`config.mk`:
```
export PLATFORM = sky130hd
export DESIGN_NAME = wb_stage
export DESIGN_NICKNAME = d
export VERILOG_FILES = /design/src/rtl/wb_stage.sv
export SDC_FILE = /design/constraint.sdc
export NUM_CORES = 1
export LEC_CHECK = 0
export BUFFER_PORTS_ARGS = -buffer_cell sky130_fd_sc_hd__buf_2
export CAP_MARGIN = 25
export CELL_PAD_IN_SITES_DETAIL_PLACEMENT = 1
export CELL_PAD_IN_SITES_GLOBAL_PLACEMENT = 2
export CORE_MARGIN = 1.5
export CORE_UTILIZATION = 19
export DETAILED_ROUTE_END_ITERATION = 8
export PLACE_DENSITY_LB_ADDON = 0.1
export SYNTH_ARGS = -nofsm -noshare
export SYNTH_HDL_FRONTEND = slang
export SYNTH_SLANG_ARGS = --single-unit
export TNS_END_PERCENT = 5
```
`constraint.sdc`:
```
create_clock -name clk_i -period 1.7 [get_ports clk_i]
set_input_delay 0.17 -clock clk_i [delete_from_list [all_inputs] [get_ports clk_i]]
set_output_delay 0.17 -clock clk_i [all_outputs]
set_load 0.01 [all_outputs]
```
`src/rtl/wb_stage.sv`:
```
// MEM/WB pipeline register with load-data formatting and writeback source select.
// The register feeds the regfile write port and the EX forwarding unit.
// The regfile writes on negedge, so rd_* settle half a cycle before each write.
// Optional retire counter: define WB_RETIRE_CNT_EN to add the counter and the retire_cnt_o port.
module wb_stage #(
    parameter int XLEN  = 32,
    parameter int CNT_W = 64
) (
    input  logic            clk_i,
    input  logic            rst_ni,
    input  logic            stall_i,
    input  logic            flush_i,
    input  logic            mem_valid_i,
    input  logic            mem_rd_wren_i,
    input  logic [4:0]      mem_rd_addr_i,
    input  logic [1:0]      mem_wb_sel_i,
    input  logic [2:0]      mem_funct3_i,
    input  logic [XLEN-1:0] mem_alu_i,
    input  logic [XLEN-1:0] mem_ld_data_i,
    input  logic [XLEN-1:0] mem_pc4_i,
    input  logic [XLEN-1:0] mem_imm_i,
    output logic            rd_wren,
    output logic [4:0]      rd_addr,
    output logic [XLEN-1:0] rd_data,
    output logic            wb_valid_o,
    output logic            fwd_wren_o,
    output logic [4:0]      fwd_addr_o,
    output logic [XLEN-1:0] fwd_data_o
`ifdef WB_RETIRE_CNT_EN
    ,
    output logic [CNT_W-1:0] retire_cnt_o
`endif
);

    localparam logic [2:0] F3_LB  = 3'b000;
    localparam logic [2:0] F3_LH  = 3'b001;
    localparam logic [2:0] F3_LBU = 3'b100;
    localparam logic [2:0] F3_LHU = 3'b101;

    localparam logic [1:0] SEL_ALU  = 2'b00;
    localparam logic [1:0] SEL_LOAD = 2'b01;
    localparam logic [1:0] SEL_PC4  = 2'b10;

    logic [1:0]      ld_off;
    logic [7:0]      ld_byte;
    logic [15:0]     ld_half;
    logic [XLEN-1:0] ld_fmt;
    logic [XLEN-1:0] wb_data_next;
    logic            wb_wren_next;
    logic            capture;

    assign capture = !flush_i && !stall_i;

    // Extract and extend load data, then pick the writeback source.
    always_comb begin
        ld_off  = mem_alu_i[1:0];
        ld_byte = mem_ld_data_i[{ld_off, 3'b000} +: 8];
        // Halfword select ignores off[0]; misalignment traps upstream.
        ld_half = ld_off[1] ? mem_ld_data_i[31:16] : mem_ld_data_i[15:0];
        ld_fmt  = mem_ld_data_i;
        case (mem_funct3_i)
            F3_LB:   ld_fmt = {{(XLEN-8){ld_byte[7]}}, ld_byte};
            F3_LBU:  ld_fmt = {{(XLEN-8){1'b0}}, ld_byte};
            F3_LH:   ld_fmt = {{(XLEN-16){ld_half[15]}}, ld_half};
            F3_LHU:  ld_fmt = {{(XLEN-16){1'b0}}, ld_half};
            default: ld_fmt = mem_ld_data_i;
        endcase

        wb_data_next = mem_imm_i;
        case (mem_wb_sel_i)
            SEL_ALU:  wb_data_next = mem_alu_i;
            SEL_LOAD: wb_data_next = ld_fmt;
            SEL_PC4:  wb_data_next = mem_pc4_i;
            default:  wb_data_next = mem_imm_i;
        endcase

        wb_wren_next = mem_valid_i && mem_rd_wren_i && (mem_rd_addr_i != 5'd0);
    end

    // WB pipeline register: reset > flush > stall > capture.
    always_ff @(posedge clk_i) begin
        if (!rst_ni) begin
            wb_valid_o <= 1'b0;
            rd_wren    <= 1'b0;
            rd_addr    <= 5'd0;
            rd_data    <= '0;
        end else if (flush_i) begin
            wb_valid_o <= 1'b0;
            rd_wren    <= 1'b0;
        end else if (!stall_i) begin
            wb_valid_o <= mem_valid_i;
            rd_wren    <= wb_wren_next;
            rd_addr    <= mem_rd_addr_i;
            rd_data    <= wb_data_next;
        end
    end

    assign fwd_wren_o = rd_wren;
    assign fwd_addr_o = rd_addr;
    assign fwd_data_o = rd_data;

`ifdef WB_RETIRE_CNT_EN
    // Count instructions that actually enter WB; wraps naturally at all-ones.
    always_ff @(posedge clk_i) begin
        if (!rst_ni) begin
            retire_cnt_o <= '0;
        end else if (capture && mem_valid_i) begin
            retire_cnt_o <= retire_cnt_o + 1'b1;
        end
    end
`else
    logic unused_capture;
    assign unused_capture = capture;
`endif

endmodule

```
==> results by group <==
Setup path
  • CP Data Arrival Time: approximately 1600 ps
  • CP startpoint kind: primary input
  • Worst setup startpoint: mem_wb_sel_i[0]
  • Crit Path Max Fanout: 17
  • Crit path to: fwd_data_o[24]
  • Worst reg2reg setup slack: about 750 ps
  • WP data required: 1880 ps
  • Worst flop-to-flop path endpoint: fwd_data_o[24]
  • Reg2reg start: fwd_data_o[24]
  • CP endpoint kind: flop
  • Critical path class: primary input to flop
  • R2r worst-path depth: 3

STA
  • Hold violation total from the final report: 0
  • WHS: about 100 ps
  • Slew @ Worst Pin: 430 ps
  • Final setup fails: 0
  • Setup TNS: 0 ps
  • Tcrit/Tclk final: 81.0%
  • Rel. slew slack: 71.3%
  • Clk_skew: 0 ps
  • Fmax: 726 MHz
  • RSZ-0062 raised after global routing: false
  • Max-slew violation count: 0
  • Final min period: 1380 ps
  • Setup ws final: 322 ps

Yosys
  • Largest area contributor in the netlist: dfxtp_1
  • Async set-reset flop share out of synthesis: 0%
  • EDFF count, synth: 0
  • Count leader, synth: dfxtp_1
  • Synth Register Bits: 39
  • Mapped cell area: roughly 0.0031 mm^2
  • Area contributors post-synth: dfxtp_1 25%, mux2_2 9.5%, buf_4 9.3%, o21ai_0 6.0%, a211o_1 4.8%
  • Count of cell types in the netlist: 46
  • Most instantiated cells after synthesis: 39 x dfxtp_1, 38 x buf_4, 37 x o21ai_0, 26 x mux2_2, 25 x nor2_1
  • Top cell type's share of synthesized area: 25.4%
  • Syn_area_per_cell: 8.38 um^2
  • Mapped Nets: 511
  • Synth Flop Type: dfxtp_1
  • YS warnings: 0
  • Post-synthesis sequential area ratio: 25.4%
  • Synth Instances: 367

CTS
  • Clock tree sinks: 39
  • CTS tree: built
  • Clk Latency, worst-skew pair: 290 ps
  • Max clock buf depth: 2
  • Post-CTS Setup Inserts: 0
  • Post-CTS sizing: 0
  • CTS buffer count: 5
  • H-tree levels: 2
  • CTS root buf: clkbuf_16
  • CTS Hold Bufs: 0
  • CTS clk-pin slew, worst paths: 60 ps

Placement
  • Detailed Place HPWL: 11600 um
  • GP Congestion: 0.756
  • Port bufs: 220
  • Post-Place Setup Slack: roughly 0.50 ps

Global route
  • Initial antenna violation count: 2
  • First-pass GRT wire length: slightly above 20000 um
  • Total congestion overflow: 0
  • Vias in the first global route: 3659
  • Pin count of the biggest net entering global routing: 39
  • Tot GR Track Use: about 16%

Pwr
  • Sequential power share: 35.6%
  • Power Density: approximately 660 mW/mm^2
  • Switching Power: 0.911 mW
  • Clock Power Share: about a third
  • VDD IR max: 312 uV
  • Combinational group share of total power: 30.3%
  • Sw Share: between 30% and 40%
  • Leak Pwr: between 2 and 2.5 nW
  • P_int: 1.98 mW

Floorplan
  • Core box area: 0.0158 mm^2
  • DIE AREA: 0.0170 mm^2
  • Std-Cell Rows: 46
  • Initial Util: between 15 and 20%
  • Die Wd: 130 um
  • I/O pin count: 221
  • Die height: between 100 and 150 um

Layout
  • Area of the multi-input gates: 0.00185 mm^2
  • Ratio of cells with drive above 1 in the final layout: 52.0%
  • Fillers: approximately 2000
  • Storage element area: ~800 um^2
  • Synthesis-to-finish area growth: 42.9%
  • Final nets: 690
  • N_diodes: 0

Detailed routing
  • DRT Wirelength: 14200 um
  • DR WL/cell: 18.7 um
  • Via count: 3581
  • Iter 0 DRT Violations: 105
  • Routed Antenna Nets: 0
  • Initial DRT Pass Iterations: 4
  • Drt drc: 0
  • Vias/cell: 4.70

Worst hold path
  • Hold WC Path Type: primary input to flop
  • Hold_sp: mem_ld_data_i[20]

Flow run
  • Max-cap viol count: 0

Outcome
  • Status: complete, no violations
[through the flow]
stage          std cells  power, mW  util, %  instance area (um^2)
2_1_floorplan        367       1.55        -                  3070
3_3_place_gp         755       1.93     26.9                  4250
3_5_place_dp         755       1.94     26.9                  4250
4_1_cts              762       2.95     27.8                  4390
5_1_grt              762       3.06     27.8                  4390
6_report             762       2.89     27.8                  4390
[critical path: stages]
cell      delay (ps)
buf_2            140
buf_4            270
nor2_4            60
buf_12           160
a221oi_1         370
nor2_1           100
a211o_1          280
[sequential cells by signal (all words and copies together), names as in the netlist]
register    cells
wb_valid_o      1
fwd_data_o     32
fwd_wren_o      1
fwd_addr_o      5
[final cells by class]
cell class,instances,share of cell area (%)
sequential,39,17.8
tap,216,6.15
multi-input combinational,251,42.2
clock buffer,6,3.16
clock inverter,1,0.114
inverter,6,0.513
timing repair buffer,243,30.1
[cell families (layout without fill, tap and decap cells)]
family                 Yosys count  after routing  synth area share [%]
AOI/OAI and AO/OA              149            149                  36.5
buffers and inverters           77            256                  14.8
DFF                             39             39                  25.4
muxes                           34             34                  12.9
and+or+nand+nor                 68             68                  10.4
[layer usage]
| metal | vias to the layer above | share of wire (%) | track usage, % |
|---|---|---|---|
| li1 | 1728 | - | - |
| met1 | 1699 | 45 | 20.6 |
| met2 | 137 | 47 | 28.2 |
| met3 | 13 | 6.7 | 4.51 |
| met4 | 4 | 0.89 | 3.14 |
| met5 | - | 0.16 | 0 |
[cell usage in the layout, fill, tap and decap left out, drive strengths merged, types with 7 or more instances in the layout]
cell,count
buf,243
dfxtp,39
o21ai,37
mux2,26
nor2,25
nand2,22
a211o,17
a221oi,17
a221o,13
o211ai,11
o22ai,11
o22a,7
a21oi,7
nand2b,7
[worst min-delay path by stage]
| stage | end | slack [ps] | cells past startpoint |
|---|---|---|---|
| finish | fwd_data_o[20] | 100 | 2 |
| global route | fwd_data_o[20] | 120 | 2 |
| CTS | fwd_data_o[20] | 100 | 2 |
| detailed placement | fwd_data_o[20] | 410 | 2 |
| global placement | fwd_data_o[20] | 410 | 2 |
| floorplan | fwd_data_o[16] | 290 | 1 |
[power by group through the flow]
| stage | sequential (mW) | clock [mW] | combinational, mW |
|---|---|---|---|
| 5_1_grt | 1.04 | 1.07 | 0.961 |
| 6_report | 1.03 | 0.986 | 0.874 |
| 3_3_place_gp | 1.05 | 0 | 0.881 |
| 2_1_floorplan | 1.07 | 0 | 0.478 |
| 3_5_place_dp | 1.05 | 0 | 0.887 |
| 4_1_cts | 1.03 | 1.03 | 0.890 |
Note: power is estimated with default switching activity, not from simulation.
